### config.mk
export PLATFORM = sky130hd
export DESIGN_NAME = multicycle_controller
export DESIGN_NICKNAME = d
export VERILOG_FILES = /design/src/rtl/cpu_pkg.sv /design/src/rtl/ctrl_decode.sv /design/src/rtl/multicycle_controller.sv
export SDC_FILE = /design/constraint.sdc
export NUM_CORES = 1
export LEC_CHECK = 0
export ABC_CLOCK_PERIOD_IN_PS = 1200
export BUFFER_PORTS_ARGS = -buffer_cell sky130_fd_sc_hd__buf_2
export CORE_MARGIN = 2
export CORE_UTILIZATION = 47
export DETAILED_ROUTE_END_ITERATION = 12
export GPL_TIMING_DRIVEN = 0
export PLACE_DENSITY = 0.79
export RECOVER_POWER = 50
export SETUP_SLACK_MARGIN = 0.3
export SLEW_MARGIN = 20
export SYNTH_ARGS = -nofsm -noshare
export SYNTH_HDL_FRONTEND = slang
export SYNTH_HIERARCHICAL = 1
export SYNTH_SLANG_ARGS = --single-unit
### constraint.sdc
create_clock -name clk -period 1.2 [get_ports clk]
set_clock_uncertainty 0.05 [all_clocks]
set_input_delay 0.06 -clock clk [delete_from_list [all_inputs] [get_ports clk]]
set_output_delay 0.06 -clock clk [all_outputs]
set_load 0.005 [all_outputs]
### src/rtl/cpu_pkg.sv
// rtl/cpu_pkg.sv - shared opcode, ALU, state and select encodings for the multicycle CPU
package cpu_pkg;

    typedef enum logic [3:0] {
        OP_NOP  = 4'h0,
        OP_ADD  = 4'h1,
        OP_SUB  = 4'h2,
        OP_AND  = 4'h3,
        OP_OR   = 4'h4,
        OP_LD   = 4'h5,
        OP_ST   = 4'h6,
        OP_JMP  = 4'h7,
        OP_INC  = 4'h8,
        OP_HALT = 4'hF
    } opcode_e;

    typedef enum logic [2:0] {
        ALU_ADD = 3'b000,
        ALU_SUB = 3'b001,
        ALU_AND = 3'b010,
        ALU_OR  = 3'b011
    } alu_op_e;

    localparam logic [3:0] ST_IDLE   = 4'd0;
    localparam logic [3:0] ST_FETCH1 = 4'd1;
    localparam logic [3:0] ST_FETCH2 = 4'd2;
    localparam logic [3:0] ST_DECODE = 4'd3;
    localparam logic [3:0] ST_EXEC   = 4'd4;
    localparam logic [3:0] ST_MEMRD  = 4'd5;
    localparam logic [3:0] ST_LDWB   = 4'd6;
    localparam logic [3:0] ST_MEMWR  = 4'd7;
    localparam logic [3:0] ST_JUMP   = 4'd8;
    localparam logic [3:0] ST_HALT   = 4'd9;

    typedef enum logic [3:0] {
        CS_IDLE   = ST_IDLE,
        CS_FETCH1 = ST_FETCH1,
        CS_FETCH2 = ST_FETCH2,
        CS_DECODE = ST_DECODE,
        CS_EXEC   = ST_EXEC,
        CS_MEMRD  = ST_MEMRD,
        CS_LDWB   = ST_LDWB,
        CS_MEMWR  = ST_MEMWR,
        CS_JUMP   = ST_JUMP,
        CS_HALT   = ST_HALT
    } ctrl_state_e;

    // pcSelect/adrSelect pick pc-side (0) or ir2 (1); wd3Select picks memRD (0) or aluOut (1)
    localparam logic SEL_PC  = 1'b0;
    localparam logic SEL_IR2 = 1'b1;
    localparam logic SEL_MEM = 1'b0;
    localparam logic SEL_ALU = 1'b1;

    typedef struct packed {
        logic       pcSelect;
        logic       pcEnable;
        logic       adrSelect;
        logic       ir1En;
        logic       ir2En;
        logic       regSelect;
        logic       wd3Select;
        logic       regWrite;
        logic       op1Sel;
        logic       op2Sel;
        logic [2:0] aluControl;
        logic       memWrite;
        logic       halted;
    } ctrl_word_t;

    function automatic alu_op_e alu_for(input opcode_e op);
        case (op)
            OP_SUB:  return ALU_SUB;
            OP_AND:  return ALU_AND;
            OP_OR:   return ALU_OR;
            default: return ALU_ADD;
        endcase
    endfunction

endpackage

### src/rtl/ctrl_decode.sv
// rtl/ctrl_decode.sv - combinational state to control-word decode for the multicycle controller
module ctrl_decode
    import cpu_pkg::*;
(
    input  logic [3:0]  state,
    input  alu_op_e     alu_op,
    input  logic        op2_const,
    output ctrl_word_t  cw
);

    always_comb begin
        cw = '0;
        case (state)
            ST_FETCH1, ST_FETCH2: begin
                // pc <- pc + 1 while the addressed byte lands in ir1 or ir2
                cw.adrSelect  = SEL_PC;
                cw.op1Sel     = 1'b0;
                cw.op2Sel     = 1'b1;
                cw.aluControl = ALU_ADD;
                cw.pcEnable   = 1'b1;
                cw.ir1En      = (state == ST_FETCH1);
                cw.ir2En      = (state == ST_FETCH2);
            end
            ST_EXEC: begin
                cw.op1Sel     = 1'b1;
                cw.op2Sel     = op2_const;
                cw.aluControl = alu_op;
                cw.wd3Select  = SEL_ALU;
                cw.regWrite   = 1'b1;
            end
            ST_MEMRD: begin
                cw.adrSelect  = SEL_IR2;
            end
            ST_LDWB: begin
                cw.adrSelect  = SEL_IR2;
                cw.wd3Select  = SEL_MEM;
                cw.regWrite   = 1'b1;
            end
            ST_MEMWR: begin
                cw.adrSelect  = SEL_IR2;
                cw.memWrite   = 1'b1;
            end
            ST_JUMP: begin
                cw.pcSelect   = SEL_IR2;
                cw.pcEnable   = 1'b1;
            end
            ST_HALT: begin
                cw.halted     = 1'b1;
            end
            default: cw = '0;
        endcase
    end

endmodule

### src/rtl/multicycle_controller.sv
// rtl/multicycle_controller.sv - Moore FSM sequencing the 8-bit multicycle datapath; MULTICYCLE_CONTROLLER_ILLEGAL_TRAP_EN traps opcodes 9..E
module multicycle_controller
    import cpu_pkg::*;
#(
    parameter int RESET_PC_HOLD = 1
) (
    input  logic       clk,
    input  logic       reset,
    input  logic [3:0] opcode,
    output logic       pcSelect,
    output logic       pcEnable,
    output logic       adrSelect,
    output logic       ir1En,
    output logic       ir2En,
    output logic       regSelect,
    output logic       wd3Select,
    output logic       regWrite,
    output logic       op1Sel,
    output logic       op2Sel,
    output logic [2:0] aluControl,
    output logic       memWrite,
    output logic       halted,
    output logic       illegal
);

    logic [3:0] state, next_state;
    logic [3:0] count;
    alu_op_e    alu_q;
    logic       inc_q;
    ctrl_word_t cw;
    logic       is_undef;

    assign is_undef = (opcode >= 4'h9) && (opcode <= 4'hE);

    always_comb begin
        next_state = state;
        case (state)
            ST_IDLE:   if (count == 4'(RESET_PC_HOLD - 1)) next_state = ST_FETCH1;
            ST_FETCH1: next_state = ST_FETCH2;
            ST_FETCH2: next_state = ST_DECODE;
            ST_DECODE: begin
                case (opcode_e'(opcode))
                    OP_ADD, OP_SUB, OP_AND, OP_OR, OP_INC: next_state = ST_EXEC;
                    OP_LD:   next_state = ST_MEMRD;
                    OP_ST:   next_state = ST_MEMWR;
                    OP_JMP:  next_state = ST_JUMP;
                    OP_HALT: next_state = ST_HALT;
                    default: next_state = ST_FETCH1;
                endcase
`ifdef MULTICYCLE_CONTROLLER_ILLEGAL_TRAP_EN
                if (is_undef) next_state = ST_HALT;
`endif
            end
            ST_MEMRD:  next_state = ST_LDWB;
            ST_HALT:   next_state = ST_HALT;
            default:   next_state = ST_FETCH1;
        endcase
    end

    // ALU selection is latched in DECODE so EXEC outputs depend only on registers
    always_ff @(posedge clk or negedge reset) begin
        if (!reset) begin
            state <= ST_IDLE;
            count <= '0;
            alu_q <= ALU_ADD;
            inc_q <= 1'b0;
        end else begin
            state <= next_state;
            if (state == ST_IDLE) count <= count + 4'd1;
            if (state == ST_DECODE) begin
                alu_q <= alu_for(opcode_e'(opcode));
                inc_q <= (opcode == OP_INC);
            end
        end
    end

`ifdef MULTICYCLE_CONTROLLER_ILLEGAL_TRAP_EN
    logic illegal_q;
    always_ff @(posedge clk or negedge reset) begin
        if (!reset)
            illegal_q <= 1'b0;
        else if (state == ST_DECODE && is_undef)
            illegal_q <= 1'b1;
    end
    assign illegal = illegal_q;
`else
    assign illegal = 1'b0;
    logic unused_undef;
    assign unused_undef = is_undef;
`endif

    ctrl_decode u_decode (
        .state     (state),
        .alu_op    (alu_q),
        .op2_const (inc_q),
        .cw        (cw)
    );

    assign pcSelect   = cw.pcSelect;
    assign pcEnable   = cw.pcEnable;
    assign adrSelect  = cw.adrSelect;
    assign ir1En      = cw.ir1En;
    assign ir2En      = cw.ir2En;
    assign regSelect  = cw.regSelect;
    assign wd3Select  = cw.wd3Select;
    assign regWrite   = cw.regWrite;
    assign op1Sel     = cw.op1Sel;
    assign op2Sel     = cw.op2Sel;
    assign aluControl = cw.aluControl;
    assign memWrite   = cw.memWrite;
    assign halted     = cw.halted;

    a_one_strobe: assert property (@(posedge clk) disable iff (!reset)
        $onehot0({pcEnable, regWrite, memWrite}));

endmodule
==> impl_results.md, run 1 <==
* Status: finished with violations
* Violated checks: negative setup slack
* Netlist cell types at 38
* Pin count of the biggest net entering global routing at 12
* CP max stage delay at about 0.44 ns
* Slew headroom at 59.30%
* Final setup viols at 24
* Unrepaired setup endpoints after global routing: yes
* Antenna Violating Nets Remaining at 0
* Number of flops mapped to enable cells by yosys at 0
* H-tree depth at 1
* Most frequent cells in the layout: buf_2 (15), buf_4 (11), buf_6 (8)
* Max Cap Violations at 0
* Via count at 859
* Pwr Total at 0.003281 W
* Chip width at 48.06 um
* Final Net Count at 144
* Fin crit period at 1.618 ns
* GR Overflow Total at 0
* Die height at 48.06 um
* CP Data Required Time at approximately 1.3 ns
* VDD IR max at 0.001783 V
* Global placer's final weighted congestion at 0.7623
* Fillers at about 110
* Power share of the combinational group at between 70 and 80%
* Clock Latency Late Sink at 0.27 ns
* Total Routing Usage GR at 21.48%
* Max Slew Vio Count at 0
* Final period utilization at 134.8%
* Fmax achieved at 618.1 MHz
* First-pass GRT wire length at approximately 3.3 mm
* Drt drc at 0
* # diodes at 0
* Startpoint Class: flip-flop
* CP max FO at 4
* Power per cell area at between 2000 and 2500 nW/um2
* P_sw at 0.001330 W
* Total CTS buffers at 3
* Reg2reg path depth at 6
* Clock Tree Root: clkbuf_4
* Drt first pass iters at 4
* Grt met1 use at between 20% and 30%
* Hpwl dp at 1.349 mm
* Met3 Track Usage GR at 2.642%
* Share of cells above drive strength 1 at 56.92%
* Leakage at 0.6519 nW
* Mapped cell area at roughly 910 um2
* Site Rows at 15
* Most common cell after layout, fill and taps aside: buf_2
* # IOs at 22
* DRT iter0 DRCs at 18
* Initial Util at 51.16%
* Post-Syn Instances at 91
* Synth async-reset ratio at 100.0%
* Initial antenna violation count at 0
* Routed vias/inst at ~5.5
* Clock transition at path regs at 0.08 ns
* Final setup margin at -0.4179 ns
* Clk buf depth at 2
* Final cell count without fillers at 155
* Hold path cells at 2
* Share of power burned in registers at 21.1%
* CTS Sinks at 11
* Core area at roughly 1800 um2
* Syn. warnings at 6
* Slowest CP cell: dfrtp_2
* Clk pwr share at 8.1%
* Critical path depth in cells at 6
* Least-Margin Pin Slew at 0.6105 ns
* Crit Path Category: flip-flop to flip-flop
* Buffer and inverter count on the worst path at 3
* Crit-path cells: buf_6 > buf_4 > buf_12 > nor4_4 > nand4_1 > xnor2_1
* Met2 usage in global routing at 42.67%
* Syn-to-layout area delta at 59.95%
* Sequential area share after synthesis at 30.18%
* Avg WL per Cell at around 16 um
* GR peak layer: met2
* PortBufs at 17
* Internal power at about 0.002 W
* CTS tree: built
* WP data arrival at between 1.5 and 2 ns
* Inst Count DP at 134
* Final hold violations at 0
* CP endpoint kind: flip-flop
* Worst min path class: primary input to flip-flop
* Critical path's top delay family: flip-flops
* Ys flop type: dfrtp_1
* Avg Cell Area, Syn at 10.02 um2
* Synthesized flop and latch total at 11
* Vias in the first global route at between 700 and 800
* Sw frac at roughly two fifths
* Overall die area at 2309 um2
* Final WL at ~2.4 mm
## cell type report
| type | instances | area (um2) | area share (%) |
|---|---|---|---|
| sequential | 11 | 280.3 | 19.21 |
| multi-input combinational | 66 | 720.7 | 49.40 |
| tap | 25 | 31.28 | 2.144 |
| buffer | 8 | 102.6 | 7.033 |
| clock buffer | 4 | 26.28 | 1.801 |
| timing repair buffer | 34 | 271.5 | 18.61 |
| inverter | 7 | 26.28 | 1.801 |
## layer usage
| metal | part of all wire, % | wire, um | vias to the layer above |
|---|---|---|---|
| li1 | - | - | 404 |
| met1 | 36 | 868 | 407 |
| met2 | 55 | 1347 | 34 |
| met3 | 3.6 | 88 | 14 |
| met4 | 5.1 | 125 | 0 |
| met5 | 0 | 0 | - |
## power groups by stage
| stage | combinational [W] | sequential (W) | clock [W] |
|---|---|---|---|
| after floorplan | 0.00107 | 0.000679 | 0 |
| after global placement | 0.00129 | 0.000709 | 0 |
| after detailed placement | 0.00134 | 0.000726 | 0 |
| after CTS | 0.00219 | 0.000659 | 0.000247 |
| after global routing | 0.00250 | 0.000706 | 0.000285 |
| final | 0.00232 | 0.000691 | 0.000266 |
## sequential cells by signal (all words and copies together), names as in the netlist
signal	cells
count	4
state	4
alu_q	2
inc_q	1
## path summary, 6_finish.rpt
check                            to  slack, ns       from
min                        alu_q[0]       0.04  opcode[3]
max                        count[3]      -0.42   state[1]
min in group asynchronous  state[3]       0.27      reset
max reg2reg                count[3]      -0.42   state[1]
min reg2reg                count[3]       0.46   count[3]
max in group asynchronous  state[2]       0.40      reset
## synth_stat cells, types with 3 or more instances
cell / count / area [um2]
buf_4: 3 / 22.52
nor4b_1: 3 / 26.28
buf_6: 4 / 45.04
inv_1: 7 / 26.28
xnor2_1: 4 / 35.03
nand2_1: 6 / 22.52
ha_1: 7 / 87.58
dfrtp_1: 11 / 275.3
nor3b_1: 3 / 22.52
o21ai_0: 4 / 20.02
and2_1: 3 / 18.77
## cells by family after synthesis
logic type,synth area share [%]
AO/OA/AOI/OAI,12.48
XOR/XNOR,4.801
adder cells (fa/ha/maj),9.602
buffers and inverters,10.84
flip-flops,30.18
multiplexers,4.664
other,0.8234
AND/OR/NAND/NOR,26.61
## what timing repair did
item	CTS	global route
gates resized for setup	26	5
setup endpoints to repair	24	24
endpoints found under the hold margin	11	0
buffers inserted	13	2
cloned	1	0
pin swaps	17	4
hold buffers	1	0
## metrics by stage
stage	instance area, um2	hold WS (ns)	TNS [ns]	setup WS [ns]	util, %
final	1459	0.03775	-5.740	-0.4179	81.82
after global routing	1459	0.04176	-7.126	-0.5394	81.82
after CTS	1424	0.04519	-4.634	-0.2958	79.86
after detailed placement	1130	-0.1119	-1.334	-0.1729	63.37
after global placement	1130	-0.1187	-0.8141	-0.1339	63.37
after floorplan	1013	-0.2856	-0.07011	-0.06016	-
Power figures use the tool's default switching activity.
==> run 2, diff against run 1 <==
Settings changed: BUFFER_PORTS_ARGS -buffer_cell sky130_fd_sc_hd__buf_2 to unset, CORE_UTILIZATION 47 to 55, DONT_BUFFER_PORTS set to 1, PLACE_DENSITY 0.79 to 0.78.
==> run 2 against run 1 <==
The run still ends with negative setup slack left. Worst hold slack lost 0.029 ns. Final cell count shrank 14%. Die area down 13%. Clock-buffer cell count did not move. Sequential cell count is the same. Critical path depth decreased by 2. Design area shrank 5.8%. Fmax rose by 6.6%. Largest cell class unchanged.
==> impl_results.md, run 2 (synthesized netlist as in run 1, its figures left out) <==
* Status: finished with violations
* Violated checks: negative setup slack
* Critical path's top delay family: simple AND/OR/NAND/NOR gates
* Pwr Total at 0.003291 W (+0.30%)
* VDD IR max at 0.001813 V (+1.7%)
* Overall die area at 2000 um2 (-13%)
* Setup TNS at -4.513 ns (+1.227 ns)
* Drt first pass iters at 4 (unchanged)
* Hold Worst Slack at 0.008866 ns (-0.02889 ns)
* Avg WL per Cell at 22.43 um (+43%)
* Routed length on met1 at 1.097 mm (+26%)
* Total Routing Usage GR at 28.44% (+7.0 points)
* Final setup margin at -0.3174 ns (+0.1005 ns)
* Crit Path Category: flip-flop to flip-flop
* Via count at 880 (+2.4%)
* Leakage at 0.5761 nW (-12%)
* Hpwl dp at 1.286 mm (-4.7%)
* Slew headroom at 64.69% (+5.4 points)
* CP max stage delay at 0.45 ns (about the same)
* Clock Tree Root: clkbuf_4
* Clock Latency Late Sink at 0.28 ns (about the same)
* Crit-path cells: buf_4 > nor4_4 > nand4_1 > xnor2_1
* Final hold violations at 0 (unchanged)
* WP data arrival at 1.66 ns (-0.09 ns)
* Vias in the first global route at 845 (+10%)
* Final WL at 3.005 mm (+24%)
* Clk buf depth at 2 (unchanged)
* Final period utilization at 126.5% (-8.4 points)
* Startpoint Class: flip-flop
* Slowest CP cell: dfrtp_2
* Final setup viols at 24 (unchanged)
* CP endpoint kind: flip-flop
* CP Data Required Time at 1.34 ns (about the same)
* Met3 WL at 198 um (+130%)
* Unrepaired setup endpoints after global routing: yes
* # IOs at 22 (unchanged)
* Fin crit period at 1.517 ns (-0.1005 ns)
* Post-route cell area at 1374 um2 (-5.8%)
* Top flop regs: count x4, state x4, alu_q x2
* Metal2 WL at 1.564 mm (+16%)
* Die height at 44.73 um (-6.9%)
* Pin count of the biggest net entering global routing at 12 (unchanged)
* Chip width at 44.73 um (-6.9%)
* Fillers at 62 (-43%)
* DR top layer: met4
* Initial Util at 59.85% (+8.7 points)
* Buffer and inverter count on the worst path at 1 (-2)
* GR Overflow Total at 0 (unchanged)
* Initial antenna violation count at 0 (unchanged)
* H-tree depth at 1 (unchanged)
* # diodes at 0 (unchanged)
* Power per cell area at 2395 nW/um2 (+6.5%)
* Clock transition at path regs at 0.09 ns (about the same)
* Antenna Violating Nets Remaining at 0 (unchanged)
* Global placer's final weighted congestion at 0.7961 (+4.4%)
* Site Rows at 14 (-1)
* Final Net Count at 132 (-8.3%)
* Core area at 1524 um2 (-15%)
* Most common cell after layout, fill and taps aside: buf_4
* PortBufs at 0 (-17)
* Least-Margin Pin Slew at 0.5279 ns (-0.08253 ns)
* Worst min path class: primary input to flip-flop
* First-pass GRT wire length at 4.015 mm (+22%)
* Max Slew Vio Count at 0 (unchanged)
* Total CTS buffers at 3 (unchanged)
* Drt drc at 0 (unchanged)
* Layout Utilization at 90.15% (+8.3 points)
* CTS tree: built
* Fmax achieved at 659.0 MHz (+6.6%)
* Routed vias/inst at 6.567 (+18%)
* Most frequent cells in the layout: buf_4 (13), buf_6 (11), dfrtp_1 (7), inv_1 (6), ha_1 (6)
* Max Cap Violations at 0 (unchanged)
* Share of cells above drive strength 1 at 53.39% (-3.5 points)
* Syn-to-layout area delta at 50.62%
* CTS Sinks at 11 (unchanged)
* Placement Cell Area at 1033 um2 (-8.5%)
* CP max FO at 5 (+1)
* DRT iter0 DRCs at 41 (+23)
-- run 2: changes by cell type in the layout (fill, tap and decap cells not counted), moves of 2 or more --
cell	before	now
buf_6	8	11
o31ai_2	0	2
buf_4	11	13
buf_2	15	0
-- run 2: worst register-to-register path, cell delays in order, from the launching register on --
cell	delay, ns
dfrtp_2	0.45
buf_4	0.19
nor4_4	0.36
nand4_1	0.15
xnor2_1	0.23
-- run 2: stage by stage --
stage               cells  setup slack, ns
floorplan              92         -0.06016
global placement      108          -0.1285
detailed placement    108          -0.1386
CTS                   131          -0.2605
global route          134          -0.4042
finish                134          -0.3174
-- run 2: worst paths after layout --
kind | start | endpoint | slack [ns] | cells past startpoint
setup / recovery | state[3] | count[3] | -0.32 | 4
hold / removal | opcode[3] | state[0] | 0.009 | 3
setup reg to reg | state[3] | count[3] | -0.32 | 4
hold reg to reg | count[2] | count[2] | 0.48 | 1
max in group asynchronous | reset | state[3] | 0.57 | 1
min in group asynchronous | reset | count[1] | 0.13 | 1
-- run 2: cell type report --
cell class	instances	area [um2]	area share, %
Multi-Input combinational cell	66	710.7	51.73
Sequential cell	11	280.3	20.40
Timing Repair Buffer	22	211.5	15.39
Buffer	8	95.09	6.922
Inverter	7	30.03	2.186
Clock buffer	4	26.28	1.913
Tap cell	16	20.02	1.457
-- run 2: repair_timing --
action	4_1_cts	5_1_grt
pin swaps	21	10
setup endpoints to repair	24	24
gates resized for setup	25	8
setup buffers	17	3
endpoints found under the hold margin	16	0
hold buffers	2	0
-- run 2: routing by layer --
layer  global-route usage [%]  vias up
met5                        0        -
li1                         -      374
met4                    12.73        0
met2                    52.46       59
met3                    5.200       22
met1                    31.28      425
-- run 2: power breakdown --
group | total (W) | internal, W | leakage (nW) | switching (W)
Sequential | 0.000713 | 0.000534 | 0.135 | 0.000179
Clock | 0.000279 | 0.000129 | 0.0150 | 0.000149
Combinational | 0.00230 | 0.00121 | 0.426 | 0.00109
